===== config.mk =====
export PLATFORM = sky130hd
export DESIGN_NAME = fwd_hazard_ctrl_flat
export DESIGN_NICKNAME = d
export VERILOG_FILES = /design/src/rtl/fwd_pkg.sv /design/src/rtl/fwd_hazard_ctrl_if.sv /design/src/rtl/fwd_select.sv /design/src/rtl/fwd_hazard_ctrl.sv /design/src/flat_wrapper.sv
export SDC_FILE = /design/constraint.sdc
export NUM_CORES = 1
export LEC_CHECK = 0
export BUFFER_PORTS_ARGS = -buffer_cell sky130_fd_sc_hd__clkbuf_2
export CORE_MARGIN = 3
export CORE_UTILIZATION = 55
export CTS_CLUSTER_SIZE = 20
export DETAILED_ROUTE_END_ITERATION = 7
export PLACE_DENSITY = 0.77
export SLEW_MARGIN = 20
export SYNTH_ARGS = -nofsm -noshare
export SYNTH_HDL_FRONTEND = slang
export SYNTH_SLANG_ARGS = --single-unit

===== constraint.sdc =====
create_clock -name clk -period 2.45 [get_ports clk]
set_input_delay 0.1225 -clock clk [delete_from_list [all_inputs] [get_ports clk]]
set_output_delay 0.1225 -clock clk [all_outputs]
set_load 0.1 [all_outputs]

===== src/rtl/fwd_pkg.sv =====
// fwd_pkg: forward select encodings and pipeline shadow record types
package fwd_pkg;
    localparam int REG_W = 5;
    localparam logic [1:0] FWD_RF  = 2'b00;
    localparam logic [1:0] FWD_WB  = 2'b01;
    localparam logic [1:0] FWD_MEM = 2'b10;
    typedef struct packed {
        logic             v;
        logic [REG_W-1:0] rs;
        logic [REG_W-1:0] rt;
        logic [REG_W-1:0] dst;
        logic             rw;
        logic             mr;
    } ex_rec_t;
    typedef struct packed {
        logic             v;
        logic [REG_W-1:0] dst;
        logic             rw;
        logic             mr;
    } mem_rec_t;
    typedef struct packed {
        logic             v;
        logic [REG_W-1:0] dst;
        logic             rw;
    } wb_rec_t;
    function automatic logic writes(input wb_rec_t w, input logic [REG_W-1:0] r);
        return w.v & w.rw & (w.dst != '0) & (w.dst == r);
    endfunction
endpackage


===== src/rtl/fwd_hazard_ctrl_if.sv =====
// fwd_hazard_ctrl_if: ID-stage hazard inputs and forwarding/stall outputs
interface fwd_hazard_ctrl_if
    import fwd_pkg::*;
#(
    parameter int CNT_W = 16
);
    logic             id_valid;
    logic [REG_W-1:0] id_rs;
    logic [REG_W-1:0] id_rt;
    logic             id_uses_rs;
    logic             id_uses_rt;
    logic [REG_W-1:0] id_dst;
    logic             id_regwrite;
    logic             id_memread;
    logic             flush;
    logic             mem_freeze;
    logic [1:0]       forward_a;
    logic [1:0]       forward_b;
    logic             stall_if_id;
    logic             bubble_ex;
    logic [CNT_W-1:0] stall_cnt;
    modport master (
        output id_valid, id_rs, id_rt, id_uses_rs, id_uses_rt, id_dst, id_regwrite, id_memread,
        output flush, mem_freeze,
        input  forward_a, forward_b, stall_if_id, bubble_ex, stall_cnt
    );
    modport slave (
        input  id_valid, id_rs, id_rt, id_uses_rs, id_uses_rt, id_dst, id_regwrite, id_memread,
        input  flush, mem_freeze,
        output forward_a, forward_b, stall_if_id, bubble_ex, stall_cnt
    );
endinterface


===== src/rtl/fwd_select.sv =====
// fwd_select: picks the operand source for one EX register, newest writer first
module fwd_select
    import fwd_pkg::*;
(
    input  logic             en,
    input  logic [REG_W-1:0] src,
    input  wb_rec_t          mem,
    input  wb_rec_t          wb,
    output logic [1:0]       sel
);
    always_comb sel = !en ? FWD_RF : writes(mem, src) ? FWD_MEM : writes(wb, src) ? FWD_WB : FWD_RF;
endmodule


===== src/rtl/fwd_hazard_ctrl.sv =====
// fwd_hazard_ctrl: EX operand forwarding, load-use stall and stall-cycle counter
module fwd_hazard_ctrl
    import fwd_pkg::*;
#(
    parameter int CNT_W = 16
) (
    input  logic               clk,
    input  logic               rst_n,
    fwd_hazard_ctrl_if.slave   bus
);
    ex_rec_t          ex_q, ex_d;
    mem_rec_t         mem_q, mem_d;
    wb_rec_t          wb_q, wb_d;
    wb_rec_t          mem_w;
    logic [CNT_W-1:0] cnt_q, cnt_d;
    logic             lu;
    logic             bubble;
    always_comb begin
        mem_w  = '{v: mem_q.v, dst: mem_q.dst, rw: mem_q.rw};
        lu     = bus.id_valid & ex_q.v & ex_q.mr & ex_q.rw & (ex_q.dst != '0)
               & ((bus.id_uses_rs & (bus.id_rs == ex_q.dst)) | (bus.id_uses_rt & (bus.id_rt == ex_q.dst)));
        bubble = ~bus.mem_freeze & (bus.flush | lu);
        ex_d   = bus.mem_freeze ? ex_q : bubble ? '0
               : ex_rec_t'{bus.id_valid, bus.id_rs, bus.id_rt, bus.id_dst, bus.id_regwrite, bus.id_memread};
        mem_d  = bus.mem_freeze ? mem_q : mem_rec_t'{ex_q.v, ex_q.dst, ex_q.rw, ex_q.mr};
        wb_d   = bus.mem_freeze ? wb_q : mem_w;
        cnt_d  = (lu & ~bus.flush & ~bus.mem_freeze & ~&cnt_q) ? cnt_q + 1'b1 : cnt_q;
    end
    always_ff @(posedge clk or negedge rst_n) begin
        if (!rst_n) begin
            ex_q  <= '0;
            mem_q <= '0;
            wb_q  <= '0;
            cnt_q <= '0;
        end else begin
            ex_q  <= ex_d;
            mem_q <= mem_d;
            wb_q  <= wb_d;
            cnt_q <= cnt_d;
        end
    end
    fwd_select u_sel_a (.en(ex_q.v), .src(ex_q.rs), .mem(mem_w), .wb(wb_q), .sel(bus.forward_a));
    fwd_select u_sel_b (.en(ex_q.v), .src(ex_q.rt), .mem(mem_w), .wb(wb_q), .sel(bus.forward_b));
    // flush is a raw input, so the bubble must be masked while reset is held
    assign bus.bubble_ex   = rst_n & bubble;
    assign bus.stall_if_id = ~bus.mem_freeze & ~bus.flush & lu;
    assign bus.stall_cnt   = cnt_q;
endmodule


===== src/flat_wrapper.sv =====
// flat-port wrapper written by rule: the top's interface ports become plain ports
module fwd_hazard_ctrl_flat import fwd_pkg::*;
#(
    parameter int CNT_W = 16
)
  (clk, rst_n, bus_id_valid, bus_id_rs, bus_id_rt, bus_id_uses_rs, bus_id_uses_rt, bus_id_dst, bus_id_regwrite, bus_id_memread, bus_flush, bus_mem_freeze, bus_forward_a, bus_forward_b, bus_stall_if_id, bus_bubble_ex, bus_stall_cnt);
  fwd_hazard_ctrl_if #(.CNT_W(CNT_W)) bus_i ();
  input  logic clk;
  input  logic rst_n;
  input wire logic [$bits(bus_i.id_valid)-1:0] bus_id_valid;
  input wire logic [$bits(bus_i.id_rs)-1:0] bus_id_rs;
  input wire logic [$bits(bus_i.id_rt)-1:0] bus_id_rt;
  input wire logic [$bits(bus_i.id_uses_rs)-1:0] bus_id_uses_rs;
  input wire logic [$bits(bus_i.id_uses_rt)-1:0] bus_id_uses_rt;
  input wire logic [$bits(bus_i.id_dst)-1:0] bus_id_dst;
  input wire logic [$bits(bus_i.id_regwrite)-1:0] bus_id_regwrite;
  input wire logic [$bits(bus_i.id_memread)-1:0] bus_id_memread;
  input wire logic [$bits(bus_i.flush)-1:0] bus_flush;
  input wire logic [$bits(bus_i.mem_freeze)-1:0] bus_mem_freeze;
  output wire logic [$bits(bus_i.forward_a)-1:0] bus_forward_a;
  output wire logic [$bits(bus_i.forward_b)-1:0] bus_forward_b;
  output wire logic [$bits(bus_i.stall_if_id)-1:0] bus_stall_if_id;
  output wire logic [$bits(bus_i.bubble_ex)-1:0] bus_bubble_ex;
  output wire logic [$bits(bus_i.stall_cnt)-1:0] bus_stall_cnt;
  assign bus_i.id_valid = bus_id_valid;
  assign bus_i.id_rs = bus_id_rs;
  assign bus_i.id_rt = bus_id_rt;
  assign bus_i.id_uses_rs = bus_id_uses_rs;
  assign bus_i.id_uses_rt = bus_id_uses_rt;
  assign bus_i.id_dst = bus_id_dst;
  assign bus_i.id_regwrite = bus_id_regwrite;
  assign bus_i.id_memread = bus_id_memread;
  assign bus_i.flush = bus_flush;
  assign bus_i.mem_freeze = bus_mem_freeze;
  assign bus_forward_a = bus_i.forward_a;
  assign bus_forward_b = bus_i.forward_b;
  assign bus_stall_if_id = bus_i.stall_if_id;
  assign bus_bubble_ex = bus_i.bubble_ex;
  assign bus_stall_cnt = bus_i.stall_cnt;
  fwd_hazard_ctrl #(.CNT_W(CNT_W)) u_core (.clk(clk), .rst_n(rst_n), .bus(bus_i));
endmodule

; ---- Yosys cells after proc, flatten, opt, wreduce, memory -nomap -nowiden
; Cells that the tools add are included.
[word_totals]
ramBits = 0
mem_count = 0
reg_bits = 48
word_cells = 58
latch_bits = 0
out_inout_bits = 22
romBits = 0
inputBits = 24
[op_classes]
n_addsub = 1
n_div = 0
n_shift = 0
n_eq_ne = 6
mul = 0
magnitude_cmp = 0
n_bitwise = 26
mux = 7
n_reduce_logical = 5
[ops]
columns = cell, count
row1 = equality test 5 bit, 6
row2 = AND 1 bit, 22
row3 = two-way mux 18 bit, 1
row4 = adder 16 x 1 -> 16 bit (second input constant), 1
row5 = AND reduction 16 bit, 1
row6 = nonzero test 5 bit, 3
row7 = two-way mux 2 bit, 4
row8 = two-way mux 1 bit, 2
row9 = NOT 1 bit, 2
row10 = bitwise OR 1 bit, 2
row11 = logical NOT 1 bit, 1

; ---- Depth between registers and ports, before layout
; Gate-level depths: netlist of run 1.
[logic_depth]
ltp_word = 8
ltp_mapped = 7
mapped_depth_nobuf = 6

; ---- By module
; A second synthesis of run 1 with hierarchy kept.
[unflattened]
cells_unflattened = 212
hier_area_um2 = 2526.2
[by_module_without_submodules]
columns = module, area_per_inst_um2, seq_area_each_um2, cells_each, instances
row1 = fwd_hazard_ctrl, 2175.8, 1201.2, 166, 1
row2 = fwd_select, 175.2, 0.0, 23, 2

; ---- Worst setup path before layout of run 1
; Ideal clock, no wire load.
[synth_path]
path_kind = register to output
start = register u_core.mem_q[3] (netlist name)
end = output port bus_forward_a[0]
required_time_ns = 2.328
path_buffers = 0
arrival_ns = 4.156
slack_ns = -1.828
path_stages_with_launch = 5
cell_sequence = dfrtp_1 or4_1 o211ai_1 nor4_1 nor4_1
[synth_between]
elab_chain_cells = 5
elab_cells_between_ends = 6
classes_between = eq/ne (1) / mux (2) / bitwise (2) / reduce/logical (1)
[synth_lines]
columns = item, line_no
row1 = from (decl), fwd_hazard_ctrl.sv:12  ; mem_rec_t mem_q, mem_d;
row2 = from (signal assigned), fwd_hazard_ctrl.sv:37  ; mem_q <= mem_d;
row3 = nonzero test 5 bit, fwd_pkg.sv:27  ; return w.v & w.rw & (w.dst != '0) & (w.dst == r);
row4 = AND 1 bit, fwd_pkg.sv:27
row5 = AND 1 bit (*), fwd_pkg.sv:27
row6 = two-way mux 2 bit (*) (2 in a row), fwd_select.sv:11  ; always_comb sel = !en ? FWD_RF : writes(mem, src) ? FWD_MEM : writes(wb, src) ? FWD_WB : FWD_RF;
row7 = to (decl), flat_wrapper.sv:20  ; output wire logic [$bits(bus_i.forward_a)-1:0] bus_forward_a;
; Every way passes the cells marked *; elsewhere a longest branch is shown, timed or not.

; ---- Worst setup path in the final report of run 1
[layout_path]
start = register u_core.mem_q[3] (netlist name)
end = output port bus_forward_b[0]
[layout_between]
elab_chain_cells = 5
elab_cells_between_ends = 6
classes_between = eq/ne (1) / mux (2) / bitwise (2) / reduce/logical (1)
[layout_lines]
columns = item, line_no
row1 = nonzero test 5 bit, fwd_pkg.sv:27
row2 = AND 1 bit, fwd_pkg.sv:27
row3 = AND 1 bit (*), fwd_pkg.sv:27
row4 = two-way mux 2 bit (*) (2 in a row), fwd_select.sv:11
row5 = to (decl), flat_wrapper.sv:21  ; output wire logic [$bits(bus_i.forward_b)-1:0] bus_forward_b;
; Marked as above.

==> impl_results.md, run 1 <==
- Critical path peak fanout: 5
- Non-Filler Instances: about 310
- Fin util: 70.6%
- Max Clock Freq: 430 MHz
- Internal power: 1.17 mW
- Top cell type by total area after synthesis: dfrtp_1
- Final hold vios: 0
- RSZ-0062 raised after global routing: no
- DR pass1 iterations: 5
- First-pass GRT wire length: 8660 um
- Yosys warns: 0
- Routed Antenna Nets: 0
- Row count: 23
- Largest stage delay, worst path: 0.56 ns
- CTS H-tree lvls: 2
- Gpl congestion: 0.918
- Simple-gate share of the synthesized area: 15.5%
- Dpl cells: ~300
- Worst path arrival time: 2.20 ns
- Post-synth EDFFs: 0
- Compound-gate portion of the synthesized area: 10.2%
- Combinational Power Share: approximately 15%
- Outcome: finished clean
- Seq pwr share: 56.9%
- Net Count, Synth: 232
- Number of setup violations in the final report: 0
- CTS tree: built
- Synth Flop Type: dfrtp_1
- Post-synth cell types: 36
- Post-DP HPWL: 3860 um
- Layout cells sized above 1: between 30% and 40%
- DRT iter0 DRCs: between 150 and 200
- Count of final max-slew check failures: 0
- Rel. slew slack: 61.1%
- Setup WS pre-CTS: 0.340 ns
- Worst Min Path Start: bus_id_dst[0]
- Clk slew on worst S/H paths: 0.08 ns
- Reg2Reg Launch Point: u_core.ex_q[2]
- Placeable Area: 0.00414 mm^2
- Synth top area cells: dfrtp_1 (49%), xnor2_1 (10%), mux2_2 (7.8%), a22o_1 (6.4%), xor2_1 (5.0%)
- Largest family of logic cells by synthesized area: simple AND/OR/NAND/NOR gates
- Max-capacitance violation count: 0
- Sequential area share after synthesis: 48.9%
- Hold-critical path depth: 2
- Cell breakdown of the critical path: or4_1, o211ai_1, nor4_2, nor4_4, buf_4
- DR vias/cell: 5.82
- Setup CP Type: reg -> out
- Initial Util: 59.2%
- CP Data Required Time: 2.33 ns
- Post-Syn Area: 0.00245 mm^2
- Die Y: 72.8 um
- Crit start category: flip-flop
- Overflow left after global routing: 0
- Pin count of the biggest net entering global routing: a little under 50
- Die area: about 0.0053 mm^2
- Cell Pwr Density: roughly 550 mW/mm^2
- Total CTS buffers: 5
- PortBufs: between 40 and 50
- Post-Route WL: roughly 5200 um
- Sw Share: 27.2%
- Count of state elements after synthesis: between 40 and 50
- Synth Instances: between 200 and 250
- VDD IR max: roughly 0.00040 V
- Worst Hold Class: in -> reg
- Sink Count: 48
- Leak Pwr: 1.36 nW
- Remaining DRCs: 0
- Worst-Margin Slew: between 0.5 and 0.6 ns
- Psw: 0.437 mW
- Crit end category: output port
- Wire per inst: 16.9 um
- Die W: 72.8 um
- Hold EP: u_core.ex_q[2]
- NumNets Final: roughly 280
- CTS max path bufs: 2
- Tmin final: 2.33 ns
- Ant diodes: 0
- Ys async rst share: 100%
- Clock skew: 0.00711 ns
- Tcrit/Tclk final: between 90% and 100%
- Syn_area_per_cell: roughly 12 um^2
- Critical-path cell with the highest stage delay: or4_1
- Setup ws final: 0.123 ns
- Mux cell area share after synthesis: just under 8%
- Vias in the first global route: around 1700
- Xor and xnor area share after synthesis: 15.3%
- Total number of vias: 1788
- Synth top area share: 48.9%
- Initial antenna violation count: 0
- FF-to-FF setup slack: about 0.44 ns
- Clock root buffer master: clkbuf_8
- Total GRT Usage: 21.2%
- Adder-Cell Fraction of Synth Area: less than 1%
- Clk_lat worst skew: 0.30 ns
- Reg-to-reg endpoint: u_core.bus.stall_cnt[1]
- P&R area growth vs syn: 19.1%
- R2R cell count: 5
- Num ports: 46
- Clock share of power: 27.9%
critical path: cells and delay by family, from the launching register on:
kind,cells,cell delay [ns]
buf+inv,1,0.32
flops,1,0.44
compound gates,1,0.32
simple gates,3,0.82
how the worst max path moves through the flow:
stage,startpoint,to,slack [ns],cells past startpoint
final,u_core.mem_q[3],bus_forward_b[0],0.12,5
after global placement,u_core.mem_q[5],bus_forward_a[1],0.37,5
after detailed placement,u_core.mem_q[5],bus_forward_b[1],0.34,5
after CTS,u_core.mem_q[5],bus_forward_a[1],0.003,5
after global routing,u_core.mem_q[3],bus_forward_b[0],0.02,5
after floorplan,u_core.mem_q[3],bus_forward_a[0],-0.01,4
cell families after synthesis:
logic type / Yosys count
buf+inv: 8
fa+ha+maj: 1
xor+xnor: 43
compound gates: 27
flops: 48
simple gates: 63
mux: 17
registers in the layout, summed over array words and instances (netlist names):
signal,count
u_core.wb_q,7
u_core.bus.stall_cnt,16
u_core.ex_q,18
u_core.mem_q,7
Yosys cell counts, types with 3 or more instances:
cell type,count
nor3_1,3
dfrtp_1,48
or4_1,4
nand4_1,9
nand2_1,5
and2_1,3
xnor2_1,29
xor2_1,14
and3_1,7
nor4_1,6
buf_2,3
nand3_1,12
mux2_2,17
nor2_1,3
a22o_1,18
per-stage QoR:
stage / hold slack [ns] / TNS, ns / power [mW] / cell area, um^2
finish: 0.0364 / 0 / 1.61 / 2920
global route: 0.0401 / 0 / 1.68 / 2920
CTS: 0.0299 / 0 / 1.62 / 2920
detailed placement: 0.308 / 0 / 1.17 / 2820
global placement: 0.303 / 0 / 1.16 / 2820
floorplan: -0.173 / -0.0124 / 1.08 / 2500
layer usage:
layer / vias up / global-route usage, % / part of all wire [%]
li1: 861 / - / -
met1: 880 / 33.3 / 51
met3: 6 / 4.27 / 3.9
met4: 0 / 4.92 / 0.91
met5: - / 0 / 0
met2: 41 / 30.3 / 44
power groups by stage:
stage / clock (mW) / sequential [mW] / combinational (mW)
4_1_cts: 0.462 / 0.913 / 0.245
6_report: 0.449 / 0.914 / 0.244
5_1_grt: 0.494 / 0.921 / 0.268
3_3_place_gp: 0 / 0.926 / 0.234
3_5_place_dp: 0 / 0.928 / 0.239
2_1_floorplan: 0 / 0.907 / 0.172
cells in the final DEF (no fill, tap or decap), types with 2 or more instances in the layout:
cell type  Yosys  final
nand2b_1       2      2
mux2_2        17     17
buf_4          0      5
xor2_1        14     14
nand2_1        5      5
buf_2          3      2
xnor2_1       29     29
clkbuf_8       0      5
clkbuf_1       2      2
nor2_1         3      3
nand4_1        9      9
o2111ai_1      2      2
nor3_1         3      3
nor4_2         0      2
dfrtp_1       48     47
and4_1         2      2
buf_12         0      3
a22o_1        18     18
clkbuf_2       1     39
nor4_4         0      2
nand3_1       12     12
and3_1         7      7
or4_1          4      4
and2_1         3      3
nor4_1         6      2
area by class of cell:
cell class	count	area, um^2
Clock buffer	7	76.3
Clock inverter	1	5.00
Fill cell	303	1220
Multi-Input combinational cell	151	1260
Sequential cell	48	1200
Tap cell	50	62.6
Timing Repair Buffer	50	313
repair_timing:
item	CTS	global route
buffers inserted	0	0
pin swaps	0	2
resized for setup	1	3
cloned	0	0
setup endpoints to repair	1	2
endpoints found under the hold margin	48	0
hold buffers	1	0
Note: power is estimated with default switching activity, not from simulation.
==> run 2, diff against run 1 <==
Settings changed: REMOVE_ABC_BUFFERS set to 1.
==> impl_results.md, run 2 (synthesis results as in run 1) <==
- Outcome: finished clean
- VDD IR max: 0.000468 V (+16%)
- Rel. slew slack: 61.3% (+0.23 points)
- Critical path peak fanout: 5 (unchanged)
- Post-CTS setup buffer count: 0 (unchanged)
- Remaining DRCs: 0 (unchanged)
- Crit end category: output port
- Worst setup path end: bus_forward_a[1]
- Clock root buffer master: clkbuf_8
- Clock skew: 0.00665 ns (-0.000460 ns)
- Die area: 0.00530 mm^2 (unchanged)
- R2R cell count: 5 (unchanged)
- Critical Path Start: u_core.mem_q[3]
- Final hold vios: 0 (unchanged)
- Number of setup violations in the final report: 0 (unchanged)
- FF-to-FF setup slack: 0.44 ns (about the same)
- Post-Route WL: 5100 um (-1.7%)
- Vias in the first global route: 1698 (+0.35%)
- CTS H-tree lvls: 2 (unchanged)
- Total GRT Usage: 20.9% (-0.39 points)
- Placeable Area: 0.00414 mm^2 (unchanged)
- Commonest non-fill, non-tap cell in the layout: dfrtp_1
- Cell Pwr Density: 585 mW/mm^2 (+6.6%)
- P&R area growth vs syn: 18.8%
- Wire per inst: 16.7 um (-1.4%)
- Overflow left after global routing: 0 (unchanged)
- Count of final max-slew check failures: 0 (unchanged)
- Reg-to-reg endpoint: u_core.bus.stall_cnt[1]
- Leading cell types in the layout, fill and taps excluded: dfrtp_1 (48), clkbuf_2 (41), xnor2_1 (29)
- Ant diodes: 0 (unchanged)
- Clk_lat worst skew: 0.30 ns (about the same)
- DRT iter0 DRCs: 93 (-46%)
- Pin count of the biggest net entering global routing: 49 (unchanged)
- Post-DP HPWL: 3720 um (-3.6%)
- Worst Hold Class: in -> reg
- Layout cells sized above 1: 31.6% (-1.0 points)
- Total CTS buffers: 5 (unchanged)
- Worst path arrival time: 2.15 ns (-0.05 ns)
- Total number of vias: 1830 (+2.3%)
- Routed Antenna Nets: 0 (unchanged)
- Fin util: 70.4% (-0.18 points)
- First-pass GRT wire length: 8460 um (-2.3%)
- DR pass1 iterations: 4 (-1)
- Die W: 72.8 um (unchanged)
- CTS max path bufs: 2 (unchanged)
- Reg2Reg Launch Point: u_core.ex_q[2]
- Worst-Margin Slew: 0.580 ns (-0.00340 ns)
- Sink Count: 48 (unchanged)
- DR vias/cell: 5.98 (+2.7%)
- CP Data Required Time: 2.33 ns (about the same)
- RSZ-0062 raised after global routing: no
- Filler cells: 325 (+7.3%)
- Num ports: 46 (unchanged)
- Tmin final: 2.28 ns (-0.0498 ns)
- Gpl congestion: 0.911 (-0.75%)
- Max-capacitance violation count: 0 (unchanged)
- Row count: 23 (unchanged)
- Hold Slack: 0.0313 ns (-0.00506 ns)
- Max Clock Freq: 439 MHz (+2.2%)
- Largest register FFs: 18 (unchanged)
- Largest reg by FF count: u_core.ex_q
- Clk slew on worst S/H paths: 0.09 ns (about the same)
- Leak Pwr: 1.36 nW (+0.28%)
- Initial antenna violation count: 0 (unchanged)
- Die Y: 72.8 um (unchanged)
- PortBufs: 45 (unchanged)
- Initial Util: 59.2% (unchanged)
- Setup TNS: 0 ns (unchanged)
- CTS tree: built
- Crit start category: flip-flop
- Setup CP Type: reg -> out
- Tcrit/Tclk final: 92.9% (-2.0 points)
- NumNets Final: 280 (-0.36%)
==> run 2: cell count changes in the layout (fill, tap and decap cells not counted), moves of 2 or more <==
| cell | delta |
|---|---|
| buf_4 | -2 |
| buf_2 | -2 |
| nor4_4 | -2 |
| clkbuf_1 | -2 |
| clkbuf_2 | +2 |
| nor4_1 | +2 |
==> run 2: how the worst min path moves through the flow <==
stage,from,endpoint,cells past startpoint
finish,bus_id_dst[4],u_core.ex_q[6],2
detailed placement,rst_n,u_core.ex_q[0],2
floorplan,rst_n,u_core.bus.stall_cnt[0],0
global route,bus_id_dst[3],u_core.ex_q[5],2
global placement,rst_n,u_core.bus.stall_cnt[0],2
CTS,bus_id_dst[4],u_core.ex_q[6],2
==> run 2: worst max-delay path, stage by stage (launching register included) <==
cell and delay [ns]:
dfrtp_1 0.44, or4_1 0.55, o211ai_1 0.21, nor4_1 0.12, and2_1 0.17, clkbuf_2 0.36
==> run 2: metal layers <==
metal	wire (um)	up-vias	GRT usage (%)	share of wire [%]
met5	0	-	0	0
met4	57	0	6.76	1.1
met3	297	4	3.86	5.8
met2	2210	51	29.7	43
met1	2540	911	32.2	50
li1	-	864	-	-
==> run 2: final cells by class <==
| type | count | area (um^2) | share of cell area, % |
|---|---|---|---|
| multi-input combinational | 151 | 1220 | 42.0 |
| sequential | 48 | 1200 | 41.2 |
| timing repair buffer | 49 | 318 | 10.9 |
| clock buffer | 5 | 68.8 | 2.36 |
| tap | 50 | 62.6 | 2.15 |
| clock inverter | 3 | 42.5 | 1.46 |
==> run 2: where the power goes <==
| part | switching, mW | internal [mW] |
|---|---|---|
| Sequential | 0.0682 | 0.844 |
| Clock | 0.266 | 0.302 |
| Combinational | 0.107 | 0.121 |
==> run 2: timing repair <==
action | CTS | global route
pin swaps | 0 | 2
endpoints found under the hold margin | 48 | 0
setup endpoints to repair | 2 | 2
resized for setup | 2 | 0
hold buffers | 1 | 0
==> run 2: metrics by stage <==
| stage | instances | setup slack (ns) | total power, mW | area (um^2) |
|---|---|---|---|---|
| global placement | 297 | 0.358 | 1.15 | 2780 |
| global route | 306 | 0.0169 | 1.78 | 2920 |
| CTS | 306 | 0.0649 | 1.72 | 2920 |
| detailed placement | 297 | 0.271 | 1.15 | 2780 |
| finish | 306 | 0.173 | 1.71 | 2920 |
| floorplan | 199 | -1.83 | 1.06 | 2410 |
==> run 3, diff against run 2 <==
Settings changed: CORE_ASPECT_RATIO set to 2.
==> impl_results.md, run 3 (synthesis results as in run 1) <==
- Outcome: finished clean
- DR pass1 iterations: 4 (unchanged)
- Pin count of the biggest net entering global routing: 49 (unchanged)
- P&R area growth vs syn: 18.7%
- Worst Hold Class: in -> reg
- CTS H-tree lvls: 2 (unchanged)
- Routed Antenna Nets: 0 (unchanged)
- Num ports: 46 (unchanged)
- Initial antenna violation count: 0 (unchanged)
- Rel. slew slack: 60.4% (-0.90 points)
- Reg2Reg Launch Point: u_core.ex_q[2]
- VDD IR max: 0.000346 V (-26%)
- Initial Util: 58.3% (-0.95 points)
- CTS tree: built
- Post-Route WL: 5840 um (+15%)
- Post-DP HPWL: 4420 um (+19%)
- Clk_lat worst skew: 0.30 ns (about the same)
- Clock skew: 0.00927 ns (+0.00262 ns)
- Footprint of the multi-input gates: 0.00122 mm^2 (unchanged)
- Total GRT Usage: 24.6% (+3.8 points)
- Number of setup violations in the final report: 0 (unchanged)
- Cell Pwr Density: 565 mW/mm^2 (-3.4%)
- Largest reg by FF count: u_core.ex_q
- Vias in the first global route: 2038 (+20%)
- Cell area after placement: 0.00279 mm^2 (+0.36%)
- Clock root buffer master: clkbuf_8
- Crit end category: output port
- Sequential Area: 0.00120 mm^2 (unchanged)
- Tcrit/Tclk final: 95.3% (+2.4 points)
- Leak Pwr: 1.36 nW (-0.39%)
- Worst-Margin Slew: 0.593 ns (+0.0135 ns)
- Wire per inst: 18.9 um (+14%)
- Total number of vias: 1875 (+2.5%)
- Sink Count: 48 (unchanged)
- Worst Min Path Start: bus_id_regwrite
- Total CTS buffers: 5 (unchanged)
- Filler cells: 355 (+9.2%)
- Largest register FFs: 18 (unchanged)
- Remaining DRCs: 0 (unchanged)
- Row count: 33 (+43%)
- Ant diodes: 0 (unchanged)
- Critical Path Start: u_core.mem_q[6]
- Post-CTS setup buffer count: 0 (unchanged)
- Total power: 1.65 mW (-3.6%)
- PortBufs: 45 (unchanged)
- Die W: 53.2 um (-27%)
- Setup TNS: 0 ns (unchanged)
- Worst path arrival time: 2.21 ns (+0.06 ns)
- Gpl congestion: 0.905 (-0.66%)
- CP Data Required Time: 2.33 ns (about the same)
- Critical path peak fanout: 5 (unchanged)
- Tmin final: 2.34 ns (+0.0589 ns)
- CTS max path bufs: 2 (unchanged)
- Clk slew on worst S/H paths: 0.09 ns (about the same)
- DRT iter0 DRCs: 47 (-49%)
- Leading cell types in the layout, fill and taps excluded: dfrtp_1 (48), clkbuf_2 (41), xnor2_1 (29)
- Count of final max-slew check failures: 0 (unchanged)
- Max-capacitance violation count: 0 (unchanged)
- Final instance area: 0.00291 mm^2 (-0.13%)
- Setup CP Type: reg -> out
- Max Clock Freq: 428 MHz (-2.5%)
- DR vias/cell: 6.07 (+1.5%)
- Overflow left after global routing: 0 (unchanged)
- First-pass GRT wire length: 9630 um (+14%)
- Hold Slack: 0.0303 ns (-0.000988 ns)
- NumNets Final: 281 (+0.36%)
- Commonest non-fill, non-tap cell in the layout: dfrtp_1
- Die Y: 100 um (+38%)
- Layout cells sized above 1: 31.9% (+0.27 points)
- Final hold vios: 0 (unchanged)
- Die area: 0.00535 mm^2 (+0.91%)
- RSZ-0062 raised after global routing: no
- Crit start category: flip-flop
- Placeable Area: 0.00421 mm^2 (+1.6%)
run 3: cell types whose count changed in the layout (fill, tap and decap cells not counted), sizes merged:
cell,delta
buf,+1
bufinv,-1
clkbuf,+1
clkinv,-1
clkinvlp,+1
run 3: layout make-up:
| cell class | instances | area share, % |
|---|---|---|
| Clock buffer | 6 | 2.84 |
| Clock inverter | 2 | 0.515 |
| Multi-Input combinational cell | 151 | 42.0 |
| Sequential cell | 48 | 41.2 |
| Tap cell | 52 | 2.23 |
| Timing Repair Buffer | 50 | 11.2 |
run 3: path summary, 6_finish.rpt:
check,endpoint,slack (ns),cells past startpoint
min in group asynchronous,u_core.mem_q[7],0.49,3
worst max-delay path,bus_forward_b[1],0.11,5
worst max register to register,u_core.bus.stall_cnt[1],0.45,5
worst min-delay path,u_core.ex_q[1],0.03,2
worst min register to register,u_core.ex_q[0],0.52,1
max in group asynchronous,u_core.ex_q[4],1.55,3
run 3: repair_timing:
action / in CTS / in global routing
gates resized for setup: 2 / 0
setup endpoints to repair: 2 / 3
pin swaps: 0 / 2
endpoints found under the hold margin: 48 / 0
hold buffers: 1 / 0
run 3: critical path: stages (launching register included):
cell and delay [ns]:
dfrtp_1 0.45, xnor2_1 0.25, nand3_1 0.11, nor4_1 0.46
and2_1 0.19, clkbuf_2 0.45
run 3: stage by stage:
| step | worst slack (ns) | utilization, % | std cells |
|---|---|---|---|
| final | 0.114 | 69.2 | 309 |
| after global routing | 0.00315 | 69.2 | 309 |
| after CTS | 0.0683 | 69.2 | 309 |
| after detailed placement | 0.308 | 66.3 | 300 |
| after global placement | 0.382 | 66.3 | 300 |
| after floorplan | -1.83 | - | 199 |
run 3: power breakdown:
group | switching, mW | internal [mW]
clock | 0.265 | 0.229
sequential | 0.0713 | 0.844
combinational | 0.117 | 0.121
run 3: routing by layer:
| metal | part of all wire, % | track usage [%] |
|---|---|---|
| met5 | 0 | 0 |
| met4 | 4.6 | 14.8 |
| met3 | 4.8 | 3.70 |
| met2 | 55 | 43.0 |
| met1 | 36 | 26.6 |
